File: src/rtl/arith_pkg.sv
// Shared opcode and FSM-state encodings for the arithmetic block family.
package arith_pkg;

    localparam logic [1:0] OP_ADD = 2'b00;
    localparam logic [1:0] OP_SUB = 2'b01;
    localparam logic [1:0] OP_MUL = 2'b10;
    localparam logic [1:0] OP_DIV = 2'b11;

    localparam logic [1:0] ST_IDLE = 2'b00;
    localparam logic [1:0] ST_DIV  = 2'b01;
    localparam logic [1:0] ST_DONE = 2'b10;

endpackage

File: src/rtl/arith_divider.sv
// Iterative restoring divider, one quotient bit per cycle; the first bit is
// resolved on the start edge so the result is ready WIDTH-1 cycles later.
module arith_divider #(
    parameter int WIDTH = 8
) (
    input  logic             i_clk,
    input  logic             i_rst_n,
    input  logic             i_start,
    input  logic [WIDTH-1:0] i_dividend,
    input  logic [WIDTH-1:0] i_divisor,
    output logic             o_busy,
    output logic             o_done,
    output logic [WIDTH-1:0] o_quotient,
    output logic [WIDTH-1:0] o_remainder
);

    localparam int CNT_W = $clog2(WIDTH + 1);

    // One restoring step: returns {remainder, quotient} after shifting in one dividend bit.
    function automatic logic [2*WIDTH-1:0] div_step(input logic [WIDTH-1:0] rem,
                                                    input logic [WIDTH-1:0] quo,
                                                    input logic [WIDTH-1:0] dvs);
        logic [WIDTH:0]       shifted;
        logic [WIDTH:0]       trial;
        logic [2*WIDTH-1:0]   res;
        shifted = {rem, quo[WIDTH-1]};
        trial   = shifted - {1'b0, dvs};
        if (trial[WIDTH]) begin
            res = {shifted[WIDTH-1:0], quo[WIDTH-2:0], 1'b0};
        end else begin
            res = {trial[WIDTH-1:0], quo[WIDTH-2:0], 1'b1};
        end
        return res;
    endfunction

    logic [WIDTH-1:0]   rem_q, rem_d;
    logic [WIDTH-1:0]   quo_q, quo_d;
    logic [WIDTH-1:0]   dvs_q, dvs_d;
    logic [CNT_W-1:0]   cnt_q, cnt_d;
    logic               busy_q, busy_d;
    logic               done_q, done_d;
    logic [2*WIDTH-1:0] step_s;
    logic [2*WIDTH-1:0] start_step_s;

    assign step_s       = div_step(rem_q, quo_q, dvs_q);
    assign start_step_s = div_step({WIDTH{1'b0}}, i_dividend, i_divisor);

    // Next-state: load on start, iterate while busy, pulse done on the last step.
    always_comb begin
        rem_d  = rem_q;
        quo_d  = quo_q;
        dvs_d  = dvs_q;
        cnt_d  = cnt_q;
        busy_d = busy_q;
        done_d = 1'b0;
        if (i_start) begin
            {rem_d, quo_d} = start_step_s;
            dvs_d          = i_divisor;
            cnt_d          = CNT_W'(WIDTH - 1);
            busy_d         = 1'b1;
        end else if (busy_q) begin
            {rem_d, quo_d} = step_s;
            cnt_d          = cnt_q - CNT_W'(1);
            if (cnt_q == CNT_W'(1)) begin
                busy_d = 1'b0;
                done_d = 1'b1;
            end else begin
                busy_d = 1'b1;
            end
        end else begin
            busy_d = 1'b0;
        end
    end

    // State registers with asynchronous clear.
    always_ff @(posedge i_clk or negedge i_rst_n) begin
        if (!i_rst_n) begin
            rem_q  <= {WIDTH{1'b0}};
            quo_q  <= {WIDTH{1'b0}};
            dvs_q  <= {WIDTH{1'b0}};
            cnt_q  <= {CNT_W{1'b0}};
            busy_q <= 1'b0;
            done_q <= 1'b0;
        end else begin
            rem_q  <= rem_d;
            quo_q  <= quo_d;
            dvs_q  <= dvs_d;
            cnt_q  <= cnt_d;
            busy_q <= busy_d;
            done_q <= done_d;
        end
    end

    assign o_busy      = busy_q;
    assign o_done      = done_q;
    assign o_quotient  = quo_q;
    assign o_remainder = rem_q;

endmodule

File: src/rtl/arith_engine.sv
// Valid/ready arithmetic engine: single-cycle add/sub/mul, iterative divide,
// results held in registered outputs until the consumer accepts them.
module arith_engine
    import arith_pkg::*;
#(
    parameter int WIDTH = 8
) (
    input  logic             i_clk,
    input  logic             i_rst_n,
    input  logic             i_valid,
    output logic             o_ready,
    input  logic [1:0]       i_op,
    input  logic [WIDTH-1:0] i_value_a,
    input  logic [WIDTH-1:0] i_value_b,
    output logic             o_valid,
    input  logic             i_ready,
    output logic [WIDTH-1:0] o_result_lo,
    output logic [WIDTH-1:0] o_result_hi,
    output logic             o_carry,
    output logic             o_div_by_zero
);

    logic [1:0]         state_q, state_d;
    logic               valid_q, valid_d;
    logic               ready_q, ready_d;
    logic [WIDTH-1:0]   lo_q, lo_d;
    logic [WIDTH-1:0]   hi_q, hi_d;
    logic               carry_q, carry_d;
    logic               dbz_q, dbz_d;

    logic               div_start_s;
    logic               div_busy_s;
    logic               div_done_s;
    logic [WIDTH-1:0]   div_quo_s;
    logic [WIDTH-1:0]   div_rem_s;
    logic [WIDTH:0]     sum_s;
    logic [WIDTH:0]     diff_s;
    logic [2*WIDTH-1:0] prod_s;

    assign sum_s  = {1'b0, i_value_a} + {1'b0, i_value_b};
    assign diff_s = {1'b0, i_value_a} - {1'b0, i_value_b};
    assign prod_s = {{WIDTH{1'b0}}, i_value_a} * {{WIDTH{1'b0}}, i_value_b};

    arith_divider #(.WIDTH(WIDTH)) u_divider (
        .i_clk       (i_clk),
        .i_rst_n     (i_rst_n),
        .i_start     (div_start_s),
        .i_dividend  (i_value_a),
        .i_divisor   (i_value_b),
        .o_busy      (div_busy_s),
        .o_done      (div_done_s),
        .o_quotient  (div_quo_s),
        .o_remainder (div_rem_s)
    );

    // FSM next-state and result capture; result fields return to zero on transfer.
    always_comb begin
        state_d     = state_q;
        lo_d        = lo_q;
        hi_d        = hi_q;
        carry_d     = carry_q;
        dbz_d       = dbz_q;
        div_start_s = 1'b0;
        case (state_q)
            ST_IDLE: begin
                if (i_valid) begin
                    state_d = ST_DONE;
                    hi_d    = {WIDTH{1'b0}};
                    carry_d = 1'b0;
                    dbz_d   = 1'b0;
                    case (i_op)
                        OP_ADD: begin
                            lo_d    = sum_s[WIDTH-1:0];
                            carry_d = sum_s[WIDTH];
                        end
                        OP_SUB: begin
                            lo_d    = diff_s[WIDTH-1:0];
                            carry_d = diff_s[WIDTH];
                        end
                        OP_MUL: begin
                            {hi_d, lo_d} = prod_s;
                        end
                        OP_DIV: begin
                            if (i_value_b == {WIDTH{1'b0}}) begin
                                lo_d  = {WIDTH{1'b1}};
                                hi_d  = i_value_a;
                                dbz_d = 1'b1;
                            end else begin
                                // Result fields stay zero while the divider runs.
                                lo_d        = {WIDTH{1'b0}};
                                state_d     = ST_DIV;
                                div_start_s = 1'b1;
                            end
                        end
                        default: begin
                            lo_d = {WIDTH{1'b0}};
                        end
                    endcase
                end else begin
                    state_d = ST_IDLE;
                end
            end
            ST_DIV: begin
                if (div_done_s) begin
                    state_d = ST_DONE;
                    lo_d    = div_quo_s;
                    hi_d    = div_rem_s;
                    carry_d = 1'b0;
                    dbz_d   = 1'b0;
                end else if (div_busy_s) begin
                    state_d = ST_DIV;
                end else begin
                    state_d = ST_IDLE;
                end
            end
            ST_DONE: begin
                if (i_ready) begin
                    state_d = ST_IDLE;
                    lo_d    = {WIDTH{1'b0}};
                    hi_d    = {WIDTH{1'b0}};
                    carry_d = 1'b0;
                    dbz_d   = 1'b0;
                end else begin
                    state_d = ST_DONE;
                end
            end
            default: begin
                state_d = ST_IDLE;
                lo_d    = {WIDTH{1'b0}};
                hi_d    = {WIDTH{1'b0}};
                carry_d = 1'b0;
                dbz_d   = 1'b0;
            end
        endcase
        valid_d = (state_d == ST_DONE);
        ready_d = (state_d == ST_IDLE);
    end

    // State and output registers with asynchronous clear.
    always_ff @(posedge i_clk or negedge i_rst_n) begin
        if (!i_rst_n) begin
            state_q <= ST_IDLE;
            valid_q <= 1'b0;
            ready_q <= 1'b1;
            lo_q    <= {WIDTH{1'b0}};
            hi_q    <= {WIDTH{1'b0}};
            carry_q <= 1'b0;
            dbz_q   <= 1'b0;
        end else begin
            state_q <= state_d;
            valid_q <= valid_d;
            ready_q <= ready_d;
            lo_q    <= lo_d;
            hi_q    <= hi_d;
            carry_q <= carry_d;
            dbz_q   <= dbz_d;
        end
    end

    assign o_ready       = ready_q;
    assign o_valid       = valid_q;
    assign o_result_lo   = lo_q;
    assign o_result_hi   = hi_q;
    assign o_carry       = carry_q;
    assign o_div_by_zero = dbz_q;

endmodule

File: config.mk
export PLATFORM = sky130hd
export DESIGN_NAME = arith_engine
export DESIGN_NICKNAME = d
export VERILOG_FILES = /design/src/rtl/arith_pkg.sv /design/src/rtl/arith_divider.sv /design/src/rtl/arith_engine.sv
export SDC_FILE = /design/constraint.sdc
export NUM_CORES = 1
export LEC_CHECK = 0
export BUFFER_PORTS_ARGS = -buffer_cell sky130_fd_sc_hd__buf_2
export CORE_MARGIN = 4
export CORE_UTILIZATION = 60
export DETAILED_ROUTE_END_ITERATION = 8
export PLACE_DENSITY_LB_ADDON = 0.15
export SYNTH_ARGS = -nofsm -noshare
export SYNTH_HDL_FRONTEND = slang
export SYNTH_SLANG_ARGS = --single-unit
File: constraint.sdc
create_clock -name i_clk -period 6.5 [get_ports i_clk]
set_input_delay 1.3 -clock i_clk [delete_from_list [all_inputs] [get_ports i_clk]]
set_output_delay 1.3 -clock i_clk [all_outputs]
set_load 0.005 [all_outputs]
==> results.md, run 1 <==
- Run status: completed
- Largest fanout on the critical path: 13
- Nature of the critical path startpoint: input pin
- Kind of critical path: input pin to flip-flop
- Detailed-route wire length: about 17,000 um
- Yosys warning total: 0
- CP most frequent cell: sky130_fd_sc_hd__fa_1
- Final total negative setup slack: 0 ns
- Resize count post-CTS: 0
- Number of hold violations in the final report: 0
- Number of port buffers: 41
- Number of fill cells in the layout: slightly below 900
- Netlist area before placement: between 6000 and 7000 sq um
- Post-detail-place hpwl: 13,000 um
- Clock tree from TritonCTS: yes
- Primary flip-flop cell chosen by synthesis mapping: sky130_fd_sc_hd__dfrtp_1
- Final weighted congestion of routability-driven global placement: 1.02
- Crit share post-route: 82.9%
- Vertical extent of the die: 108 um
- Final routed wire length divided by cell count: between 15 and 20 um
- Period minus WS final: 5.39 ns
- Core region area: 9770 sq um
- Post-route DRC: 0
- Post-CTS setup repair buffer count: 0
- Number of max-cap violations: 0
- Psw: between 1 and 1.5 mW
- Cell internal power dissipation: about 1.3 mW
- Logic pwr share: between 60 and 70%
- CP bufs+invs: 4
- Async S/R FF share, synth: 100%
- Highest ir drop seen on vdd: roughly 400 uV
- Power Dens Cells: a little under 400 nW/um^2
- Number of storage elements in the synthesis netlist: 52
- Worst Setup End Kind: flip-flop
- Post-layout total power: approximately 2.5 mW
- IO Pins: 42
- Worst Clk Skew: approximately 0.012 ns
- Die Wd: approximately 110 um
- Static power due to leakage: around 3.1 nW
- Number of antenna violations at the first check in global routing: 0
- Leading cell types in the layout, fill and taps excluded: sky130_fd_sc_hd__inv_1 (80), sky130_fd_sc_hd__nand2_1 (69), sky130_fd_sc_hd__ha_1 (65), sky130_fd_sc_hd__nor2_1 (54), sky130_fd_sc_hd__dfrtp_1 (51)
- Total congestion overflow after global routing: 0
- Residual antenna-violating net count after detailed routing: 0
- Pin count of the biggest net entering global routing: 53
- RSZ-0062 raised after global routing: false
- Via/cell ratio: between 6 and 7
- Critical path cell sequence: buf_2, nand2_1, fa_1, fa_1, inv_1, fa_1, inv_1, fa_1, inv_1, ha_1, o21ai_0, o21ai_0, nand2_1, a31oi_1, mux2i_1, nand2_1
- Final net count: 858
- Most common cell after layout, fill and taps aside: sky130_fd_sc_hd__inv_1
- CTS sink count: 52
- Net count of the mapped netlist: 837
- Number of enable-type register cells in the synthesized netlist: 0
- Clk slew on worst S/H paths: around 0.10 ns
- # rows: 36
- Worst slew slack as a fraction of its limit: about a quarter
- Data arrival time of the critical path: roughly 5.6 ns
- Drt pass-1 iters: 5
- Layout area overhead: 6.09%
- Class of the worst hold path: flip-flop to flip-flop
- Total number of vias: about 5.3k
- Net switching share of the total power: slightly below 50%
- Portion of total power attributed to the clock network: under 10%
- Delay of the slowest cell on the worst path: 0.54 ns
- CTS buffer count: 5
- Worst-Margin Slew: approximately 1.1 ns
- Setup-failing EPs final: 0
- Clock H-tree levels: 2
- Cell with the largest stage delay on the worst path: sky130_fd_sc_hd__fa_1
- Final Slew Violations: 0
- Vias in the first global route: 5,415
- Final instance area: roughly 6400 sq um
- Wire length of the first global-routing pass: 27,500 um
- Sequential-to-total area share from yosys stat: between 20% and 30%
- Starting density of the core: roughly 62%
- Post-synthesis instance total: just over 700
- Maximum clock path buffer count: 2
- GRT Resource Usage Total: about 30%
- Hold buffer count at cts: 0
- DRC marker count from the first detailed-route iteration: around 370
- Highest attainable clock frequency: ~190 MHz
- Clock Root Buffer: sky130_fd_sc_hd__clkbuf_8
- Count of unique library cells instantiated by Yosys: 74
- Fraction of power consumed by sequential logic: between 20% and 30%
- Req. time, crit path: around 6.7 ns
- Floorplan die area: ~12,000 sq um
- Top cell family by delay on the critical path: adder cells
- Worst-Skew Late Latency: 0.31 ns
- Placement-stage cell area: approximately 6300 sq um
- # diodes: 0
- Hold WS: around 0.5 ns
- Share of layout cells above drive strength 1: about a tenth
- Post-synthesis average cell area: about 8.5 sq um
==> worst register-to-register path: stages, from the launching register on <==
cell,delay [ns]
sky130_fd_sc_hd__dfrtp_1,0.60
sky130_fd_sc_hd__or3b_1,0.68
sky130_fd_sc_hd__nor3_2,0.89
sky130_fd_sc_hd__buf_4,0.36
sky130_fd_sc_hd__a31o_2,0.14
sky130_fd_sc_hd__nor2_1,0.06
==> power by group through the flow <==
stage | clock network [mW] | logic, mW | registers, mW
after floorplan | 0 | 1.26 | 0.573
after global placement | 0 | 1.55 | 0.640
after detailed placement | 0 | 1.59 | 0.649
after CTS | 0.203 | 1.61 | 0.643
after global routing | 0.217 | 1.82 | 0.664
final | 0.201 | 1.62 | 0.646
==> final timing paths <==
check / depth (start not counted) / from / slack [ns] / end
worst max register to register: 5 / state_q[0]$_DFF_PN0_ / 3.70 / o_ready$_DFF_PN1_
worst max-delay path: 16 / i_value_a[1] / 1.11 / o_result_hi[5]$_DFFE_PN0P_
min in group asynchronous: 2 / i_rst_n / 1.10 / o_result_lo[4]$_DFFE_PN0P_
worst min-delay path: 2 / o_div_by_zero$_DFFE_PN0P_ / 0.49 / o_div_by_zero$_DFFE_PN0P_
worst min register to register: 2 / o_div_by_zero$_DFFE_PN0P_ / 0.49 / o_div_by_zero$_DFFE_PN0P_
max in group asynchronous: 2 / i_rst_n / 4.96 / u_divider.dvs_q[6]$_DFFE_PN0P_
==> metrics by stage <==
| step | instances | setup WS [ns] | util, % |
|---|---|---|---|
| global placement | 858 | 0.906 | 64.5 |
| floorplan | 711 | 1.22 | - |
| detailed placement | 858 | 0.839 | 64.5 |
| global route | 866 | 0.848 | 65.5 |
| CTS | 866 | 1.16 | 65.5 |
| finish | 866 | 1.11 | 65.5 |
==> registers in the layout, indices dropped and copies added, names as in the netlist <==
name                   flops
o_carry                    1
o_div_by_zero              1
o_ready                    1
o_result_hi                8
o_result_lo                8
o_valid                    1
state_q                    2
u_divider.cnt_q            4
u_divider.dvs_q            8
u_divider.o_busy           1
u_divider.o_done           1
u_divider.o_quotient       8
u_divider.o_remainder      8
==> logic make-up after synthesis <==
logic type	share of synthesized area (%)
AOI/OAI and AO/OA	18.6
xor gates and xnor gates	3.21
DFF	21.6
adders and majority gates	26.4
muxes	3.54
buffers and inverters	7.15
and+or+nand+nor	19.5
==> layer usage <==
metal  wire, um  up-vias  global-route usage (%)  share of wire (%)
met3       1050       40                    4.60                6.2
met1       7450     2603                    41.8                 44
met4        502        0                    10.6                3.0
met5          0        -                       0                  0
met2       7760      209                    48.4                 46
li1           -     2488                       -                  -
==> cells in the mapped netlist (all sizes together) (8+ instances only) <==
| master | count | area [sq um] |
|---|---|---|
| dfrtp | 51 | 1280 |
| nor4 | 9 | 62.6 |
| nor3 | 13 | 70.1 |
| inv | 80 | 300 |
| a211oi | 9 | 67.6 |
| a21oi | 43 | 215 |
| buf | 12 | 60.1 |
| nor2b | 8 | 50.1 |
| ha | 65 | 813 |
| nand2 | 69 | 259 |
| clkbuf | 19 | 71.3 |
| xnor2 | 14 | 123 |
| o21a | 12 | 90.1 |
| o21ai | 49 | 249 |
| nand2b | 10 | 62.6 |
| and2 | 33 | 209 |
| nor2 | 55 | 223 |
| fa | 39 | 781 |
| mux2i | 18 | 180 |
==> cell type report <==
cell class	instances	area (sq um)	share of cell area (%)
Timing Repair Buffer	45	235	3.67
Sequential cell	52	1300	20.3
Clock buffer	6	82.6	1.29
Inverter	80	300	4.69
Multi-Input combinational cell	548	4300	67.2
Tap cell	133	166	2.60
Clock inverter	2	15.0	0.234
Note: power is estimated with default switching activity, not from simulation.
==> inputs of run 2 (changes only) <==
==> constraint.sdc (replaced) <==
create_clock -name i_clk -period 5.5 [get_ports i_clk]
set_input_delay 1.1 -clock i_clk [delete_from_list [all_inputs] [get_ports i_clk]]
set_output_delay 1.1 -clock i_clk [all_outputs]
set_load 0.005 [all_outputs]
==> run 2 against run 1 <==
Effect of this change: power grew 18%; via count is essentially flat; design area up 0.74%; count of clock-buffer cells in the layout decreased by 1; critical path depth unchanged; flip-flop and latch count stayed put; combinational power is 19% higher; worst setup slack worse by 0.92 ns; first-iteration DRC count up 13%; non-clock buffer count up 7; wire length up 0.50%; global-route usage up 0.11 points; largest power group unchanged; highest routed layer is now met5.
==> results.md, run 2 (same netlist as run 1, synthesis figures left out) <==
- # diodes: 0 (unchanged)
- CP bufs+invs: 4 (unchanged)
- Resize count post-CTS: 0 (unchanged)
- Static power due to leakage: 3.12 nW (+0.98%)
- Via/cell ratio: 6.12 (-0.76%)
- Detailed-route wire length: 16,800 um (+0.50%)
- DRC marker count from the first detailed-route iteration: 413 (+13%)
- Setup-failing EPs final: 0 (unchanged)
- Floorplan die area: 11,700 sq um (unchanged)
- Pin count of the biggest net entering global routing: 53 (unchanged)
- Core region area: 9770 sq um (unchanged)
- Final weighted congestion of routability-driven global placement: 0.956 (-6.1%)
- Highest attainable clock frequency: ~190 MHz
- Clock Root Buffer: sky130_fd_sc_hd__clkbuf_8
- Class of the worst hold path: flip-flop to flip-flop
- Critical path cell sequence: buf_2, nand2_1, fa_1, fa_1, inv_1, fa_1, inv_1, fa_1, inv_1, ha_1, o21ai_0, o21ai_0, nand2_1, mux2i_1, a221oi_1, nor2_1
- Maximum clock path buffer count: 2 (unchanged)
- Worst slew slack as a fraction of its limit: 27.2% (+0.91 points)
- Drt pass-1 iters: 5 (unchanged)
- Worst-Margin Slew: 1.09 ns (-0.0136 ns)
- Number of hold violations in the final report: 0 (unchanged)
- Number of fill cells in the layout: 863 (-2.2%)
- GRT Resource Usage Total: 30.3% (+0.11 points)
- CP most frequent cell: sky130_fd_sc_hd__fa_1
- Data arrival time of the critical path: 5.50 ns (-0.10 ns)
- Post-CTS setup repair buffer count: 0 (unchanged)
- Hold buffer count at cts: 0 (unchanged)
- Fraction of the core area covered by cells at the end of the flow: 66.0% (+0.49 points)
- Clock tree from TritonCTS: yes
- Post-route DRC: 0 (unchanged)
- IO Pins: 42 (unchanged)
- Worst-Skew Late Latency: 0.31 ns (about the same)
- Layout area overhead: 6.88%
- Post-detail-place hpwl: 13,300 um (+2.3%)
- Most common cell after layout, fill and taps aside: sky130_fd_sc_hd__inv_1
- Starting density of the core: 61.8% (unchanged)
- Final Slew Violations: 0 (unchanged)
- Leading cell types in the layout, fill and taps excluded: sky130_fd_sc_hd__inv_1 (80), sky130_fd_sc_hd__nand2_1 (69), sky130_fd_sc_hd__ha_1 (65), sky130_fd_sc_hd__nor2_1 (54), sky130_fd_sc_hd__dfrtp_1 (51)
- Cell with the largest stage delay on the worst path: sky130_fd_sc_hd__fa_1
- Delay of the slowest cell on the worst path: 0.55 ns (about the same)
- Vertical extent of the die: 108 um (unchanged)
- Power Dens Cells: 449 nW/um^2 (+17%)
- RSZ-0062 raised after global routing: false
- Final total negative setup slack: 0 ns (unchanged)
- Worst Clk Skew: 0.00727 ns (-0.00471 ns)
- Residual antenna-violating net count after detailed routing: 0 (unchanged)
- Period minus WS final: ~5.3 ns
- Final net count: 865 (+0.82%)
- Total congestion overflow after global routing: 0 (unchanged)
- Total number of vias: 5,342 (+0.037%)
- CTS buffer count: 5 (unchanged)
- Req. time, crit path: 5.69 ns (-1.02 ns)
- Die Wd: 108 um (unchanged)
- CTS sink count: 52 (unchanged)
- Number of max-cap violations: 0 (unchanged)
- Largest fanout on the critical path: 11 (-2)
- Top cell family by delay on the critical path: adder cells
- Final routed wire length divided by cell count: 19.3 um (-0.31%)
- Clk slew on worst S/H paths: 0.10 ns (about the same)
- Kind of critical path: input pin to flip-flop
- Highest ir drop seen on vdd: 442 uV (+10%)
- Number of antenna violations at the first check in global routing: 1 (+1)
- Clock H-tree levels: 2 (unchanged)
- Vias in the first global route: 5,507 (+1.7%)
- # rows: 36 (unchanged)
- Worst Setup End Kind: flip-flop
- Wire length of the first global-routing pass: 27,700 um (+0.60%)
- Share of layout cells above drive strength 1: 11.1% (+0.85 points)
- Run status: completed
- Crit share post-route: a little over nine tenths
- Nature of the critical path startpoint: input pin
- Number of port buffers: 41 (unchanged)
- Hold WS: 0.497 ns (+0.00917 ns)
[run 2: cell types whose count changed in the layout (fill, tap and decap cells not counted), sizes merged]
cell,before,now
clkbuf,6,5
clkinv,0,1
buf,45,52
[run 2: worst paths after layout]
check | start | endpoint | slack [ns] | cells after the start
setup / recovery | i_value_b[7] | o_result_hi[3]$_DFFE_PN0P_ | 0.19 | 16
hold / removal | o_div_by_zero$_DFFE_PN0P_ | o_div_by_zero$_DFFE_PN0P_ | 0.50 | 2
setup reg to reg | state_q[0]$_DFF_PN0_ | u_divider.o_quotient[5]$_DFFE_PN0P_ | 2.67 | 5
hold reg to reg | o_div_by_zero$_DFFE_PN0P_ | o_div_by_zero$_DFFE_PN0P_ | 0.50 | 2
max in group asynchronous | i_rst_n | o_result_hi[6]$_DFFE_PN0P_ | 4.17 | 2
min in group asynchronous | i_rst_n | o_result_lo[5]$_DFFE_PN0P_ | 0.89 | 2
[run 2: power by group]
group          internal, mW  switching [mW]  leakage [nW]  total, mW
Clock                0.0904           0.137        0.0404      0.228
Sequential            0.567           0.190         0.642      0.757
Combinational         0.849            1.07          2.44       1.92
[run 2: area by class of cell]
cell class              count  area, sq um  area share [%]
repair buffers             52          288            4.46
well taps                 133          166            2.58
inverters                  80          300            4.65
clock buffers               5         68.8            1.07
clock inverters             3         23.8           0.368
multi-input cells         548         4300            66.7
flip-flops and latches     52         1300            20.2
[run 2: layer usage]
layer	part of all wire [%]	GRT usage [%]	up-vias
met3	7.4	5.67	51
met5	0.077	0	-
met1	43	41.1	2576
li1	-	-	2505
met4	3.6	11.6	2
met2	46	48.3	208
[run 2: through the flow]
| step | std cells | setup WS [ns] | power, mW | instance area, sq um |
|---|---|---|---|---|
| final | 873 | 0.191 | 2.90 | 6450 |
| after global routing | 873 | 0.0599 | 3.18 | 6450 |
| after CTS | 873 | 0.275 | 2.89 | 6450 |
| after detailed placement | 865 | -0.0363 | 2.66 | 6360 |
| after global placement | 865 | 0.0642 | 2.59 | 6360 |
| after floorplan | 711 | 0.425 | 2.17 | 6040 |
[run 2: worst register-to-register path, delay by kind of cell, from the launching register on]
kind | cells | cell delay [ns]
buf+inv | 1 | 0.37
flops | 1 | 0.60
compound gates | 1 | 0.10
simple gates | 3 | 1.68
==> inputs of run 3 (changes only) <==
--- a/config.mk
+++ b/config.mk
@@ -5,6 +5,7 @@
 export SDC_FILE = /design/constraint.sdc
 export NUM_CORES = 1
 export LEC_CHECK = 0
+export ABC_AREA = 1
 export BUFFER_PORTS_ARGS = -buffer_cell sky130_fd_sc_hd__buf_2
 export CORE_MARGIN = 4
 export CORE_UTILIZATION = 60
==> run 3 against run 2 <==
Effect of this change: combinational power about the same; count of clock-buffer cells in the layout unchanged; area after synthesis up 3.0%; worst hold slack worse by 0.012 ns; wire length up 2.3%; flip-flop and latch count unchanged; register-to-register slack better by 0.41 ns; power down 1.7%; synthesized cell count up 25%; first-iteration DRC count up 31%; core utilization down 0.16 points; global-route usage up 0.24 points.
==> results.md, run 3 <==
- Run status: completed
- Layout area overhead: 5.37%
- Req. time, crit path: 5.71 ns (+0.02 ns)
- Leading area contributor after synthesis: sky130_fd_sc_hd__dfrtp_1
- Highest attainable clock frequency: 207 MHz (+9.9%)
- Fraction of the core area covered by cells at the end of the flow: 65.9% (-0.16 points)
- Class of the worst hold path: flip-flop to flip-flop
- Fraction of post-synthesis cell area in the top cell type by area: 20.5% (-0.62 points)
- Post-synthesis instance total: 886 (+25%)
- # rows: 36 (unchanged)
- Resize count post-CTS: 0 (unchanged)
- Post-Synth XOR/XNOR Area: 1.55% (-1.7 points)
- Number of antenna violations at the first check in global routing: 0 (-1)
- RSZ-0062 raised after global routing: false
- Compound-cell area share of the yosys netlist: 10.5% (-8.1 points)
- Drt pass-1 iters: 7 (+2)
- Final routed wire length divided by cell count: 16.6 um (-14%)
- CTS buffer count: 5 (unchanged)
- Maximum clock path buffer count: 2 (unchanged)
- Async S/R FF share, synth: 100% (unchanged)
- Vias in the first global route: 5,596 (+1.6%)
- Post-synthesis average cell area: 7.02 sq um (-17%)
- Number of storage elements in the synthesis netlist: 52 (unchanged)
- Starting density of the core: 62.5% (+0.73 points)
- Worst Setup End Kind: flip-flop
- Register-to-Register Path Depth: 13 (+8)
- Nature of the critical path startpoint: input pin
- Clock Root Buffer: sky130_fd_sc_hd__clkbuf_8
- Area of the multi-input gates: 4030 sq um (-6.5%)
- Fraction of synthesized area in multiplexers: 0% (-3.5 points)
- Vertical extent of the die: 110 um (+1.4%)
- Data arrival time of the critical path: 5.04 ns (-0.46 ns)
- Post-synthesis share of cell area spent on and, or, nand and nor gates: 27.0% (+7.5 points)
- Pin count of the biggest net entering global routing: 53 (unchanged)
- Total number of vias: 5,802 (+8.6%)
- Post-layout total power: 2.85 mW (-1.7%)
- Number of enable-type register cells in the synthesized netlist: 0 (unchanged)
- Count of unique library cells instantiated by Yosys: 46 (-38%)
- Share of layout cells above drive strength 1: 9.69% (-1.4 points)
- Net count of the mapped netlist: 1,012 (+21%)
- Number of fill cells in the layout: 932 (+8.0%)
- Worst-Margin Slew: 1.16 ns (+0.0652 ns)
- Kind of critical path: input pin to flip-flop
- IO Pins: 42 (unchanged)
- Primary flip-flop cell chosen by synthesis mapping: sky130_fd_sc_hd__dfrtp_1
- Crit share post-route: 87.8% (-8.7 points)
- Floorplan die area: 12,100 sq um (+2.8%)
- Die Wd: 110 um (+1.4%)
- Residual antenna-violating net count after detailed routing: 0 (unchanged)
- Power Dens Cells: 435 nW/um^2 (-3.2%)
- Most common cell after layout, fill and taps aside: sky130_fd_sc_hd__nand2_1
- Post-detail-place hpwl: 14,000 um (+5.1%)
- Area share of fa/ha/maj cells after synthesis: 25.6% (-0.78 points)
- Number of cells traversed by the worst hold path: 2 (unchanged)
- Post-route DRC: 0 (unchanged)
- Final Slew Violations: 0 (unchanged)
- DRC marker count from the first detailed-route iteration: 540 (+31%)
- Wire length of the first global-routing pass: 28,500 um (+3.1%)
- Detailed-route wire length: 17,200 um (+2.3%)
- Period minus WS final: 4.83 ns (-0.478 ns)
- GRT Resource Usage Total: 30.5% (+0.24 points)
- Hold buffer count at cts: 0 (unchanged)
- # diodes: 0 (unchanged)
- Largest fanout on the critical path: 11 (unchanged)
- Highest ir drop seen on vdd: 349 uV (-21%)
- Final net count: 1,033 (+19%)
- Number of max-cap violations: 0 (unchanged)
- Post-CTS setup repair buffer count: 0 (unchanged)
- Setup-failing EPs final: 0 (unchanged)
- Static power due to leakage: 3.87 nW (+24%)
- CTS sink count: 52 (unchanged)
- Number of hold violations in the final report: 0 (unchanged)
- Clk slew on worst S/H paths: 0.11 ns (about the same)
- Most frequent cell after synthesis: sky130_fd_sc_hd__nand2_1
- Yosys warning total: 0 (unchanged)
- Top post-synthesis cells by count: sky130_fd_sc_hd__nand2_1 (251), sky130_fd_sc_hd__inv_1 (178), sky130_fd_sc_hd__ha_1 (65)
- Total congestion overflow after global routing: 0 (unchanged)
- Worst slew slack as a fraction of its limit: 22.8% (-4.3 points)
- Netlist area before placement: 6220 sq um (+3.0%)
- Sequential-to-total area share from yosys stat: 20.9% (-0.64 points)
- Core region area: 9950 sq um (+1.8%)
- Worst Clk Skew: 0.0135 ns (+0.00625 ns)
- Leading cell types in the layout, fill and taps excluded: sky130_fd_sc_hd__nand2_1 (251), sky130_fd_sc_hd__inv_1 (178), sky130_fd_sc_hd__ha_1 (65), sky130_fd_sc_hd__nand3_1 (57), sky130_fd_sc_hd__dfrtp_1 (51)
- Dominant combinational cell family by area after synthesis: simple AND/OR/NAND/NOR gates
- Via/cell ratio: 5.57 (-8.9%)
- Final total negative setup slack: 0 ns (unchanged)
- Sequential Area: 1300 sq um (unchanged)
- Clock tree from TritonCTS: yes
- Clock H-tree levels: 2 (unchanged)
- Number of port buffers: 41 (unchanged)
- Most area-consuming cells after synthesis: sky130_fd_sc_hd__dfrtp_1 (21%), sky130_fd_sc_hd__nand2_1 (15%), sky130_fd_sc_hd__ha_1 (13%)
- Final weighted congestion of routability-driven global placement: 0.987 (+3.2%)
- Worst-Skew Late Latency: 0.31 ns (about the same)
==> run 3: final cells by class <==
class | count | area share [%]
clock buffers | 5 | 1.05
clock inverters | 3 | 0.420
inverters | 200 | 11.5
multi-input cells | 606 | 61.4
flip-flops and latches | 52 | 19.9
well taps | 133 | 2.54
repair buffers | 42 | 3.24
==> run 3: kinds of logic after synthesis <==
group                      Yosys count
adders and majority gates          104
DFF                                 52
buffers and inverters              228
xor gates and xnor gates            11
AOI/OAI and AO/OA                  107
and+or+nand+nor                    384
==> run 3: path summary, 6_finish.rpt <==
check / from / endpoint / slack, ns
min in group asynchronous: i_rst_n / state_q[0]$_DFF_PN0_ / 1.00
worst max register to register: u_divider.o_quotient[7]$_DFFE_PN0P_ / u_divider.o_remainder[1]$_DFFE_PN0P_ / 3.08
worst min register to register: o_carry$_DFFE_PN0P_ / o_carry$_DFFE_PN0P_ / 0.48
worst max-delay path: i_value_a[4] / o_result_hi[2]$_DFFE_PN0P_ / 0.67
max in group asynchronous: i_rst_n / u_divider.cnt_q[0]$_DFFE_PN0P_ / 3.77
worst min-delay path: o_carry$_DFFE_PN0P_ / o_carry$_DFFE_PN0P_ / 0.48
==> run 3: layer usage <==
metal | vias up | global-route usage, % | share of wire (%)
met3 | 26 | 5.52 | 9.3
met4 | 0 | 6.59 | 2.1
met2 | 250 | 46.7 | 44
met1 | 2743 | 45.1 | 45
met5 | - | 0 | 0
li1 | 2783 | - | -
==> run 3: power breakdown <==
group          leakage (nW)  internal, mW  total [mW]  switching [mW]
Clock                0.0463        0.0938       0.234           0.141
Combinational          3.18         0.717        1.91            1.19
Sequential            0.643         0.563       0.708           0.145
==> run 3: worst max-delay path: stages <==
cell and delay, ns:
sky130_fd_sc_hd__buf_2 0.21, sky130_fd_sc_hd__ha_1 0.29, sky130_fd_sc_hd__fa_1 0.57, sky130_fd_sc_hd__fa_1 0.44, sky130_fd_sc_hd__fa_1 0.55, sky130_fd_sc_hd__inv_1 0.06
sky130_fd_sc_hd__fa_1 0.53, sky130_fd_sc_hd__inv_1 0.04, sky130_fd_sc_hd__ha_1 0.37, sky130_fd_sc_hd__nand2_1 0.12, sky130_fd_sc_hd__nor2_1 0.17, sky130_fd_sc_hd__nand2_1 0.09
sky130_fd_sc_hd__nand2_1 0.06, sky130_fd_sc_hd__nand2_1 0.04, sky130_fd_sc_hd__nand3_1 0.07, sky130_fd_sc_hd__o21ai_1 0.08, sky130_fd_sc_hd__nand2_1 0.08, sky130_fd_sc_hd__nand2_1 0.06
sky130_fd_sc_hd__nand2_1 0.06, sky130_fd_sc_hd__nand2_1 0.06
==> run 3: metrics by stage <==
step	area, sq um	hold slack [ns]	setup slack, ns	std cells
finish	6560	0.485	0.670	1041
global route	6560	0.527	0.422	1041
CTS	6560	0.492	0.673	1041
detailed placement	6460	0.465	0.354	1033
global placement	6460	0.458	0.397	1033
floorplan	6220	0.459	0.717	886
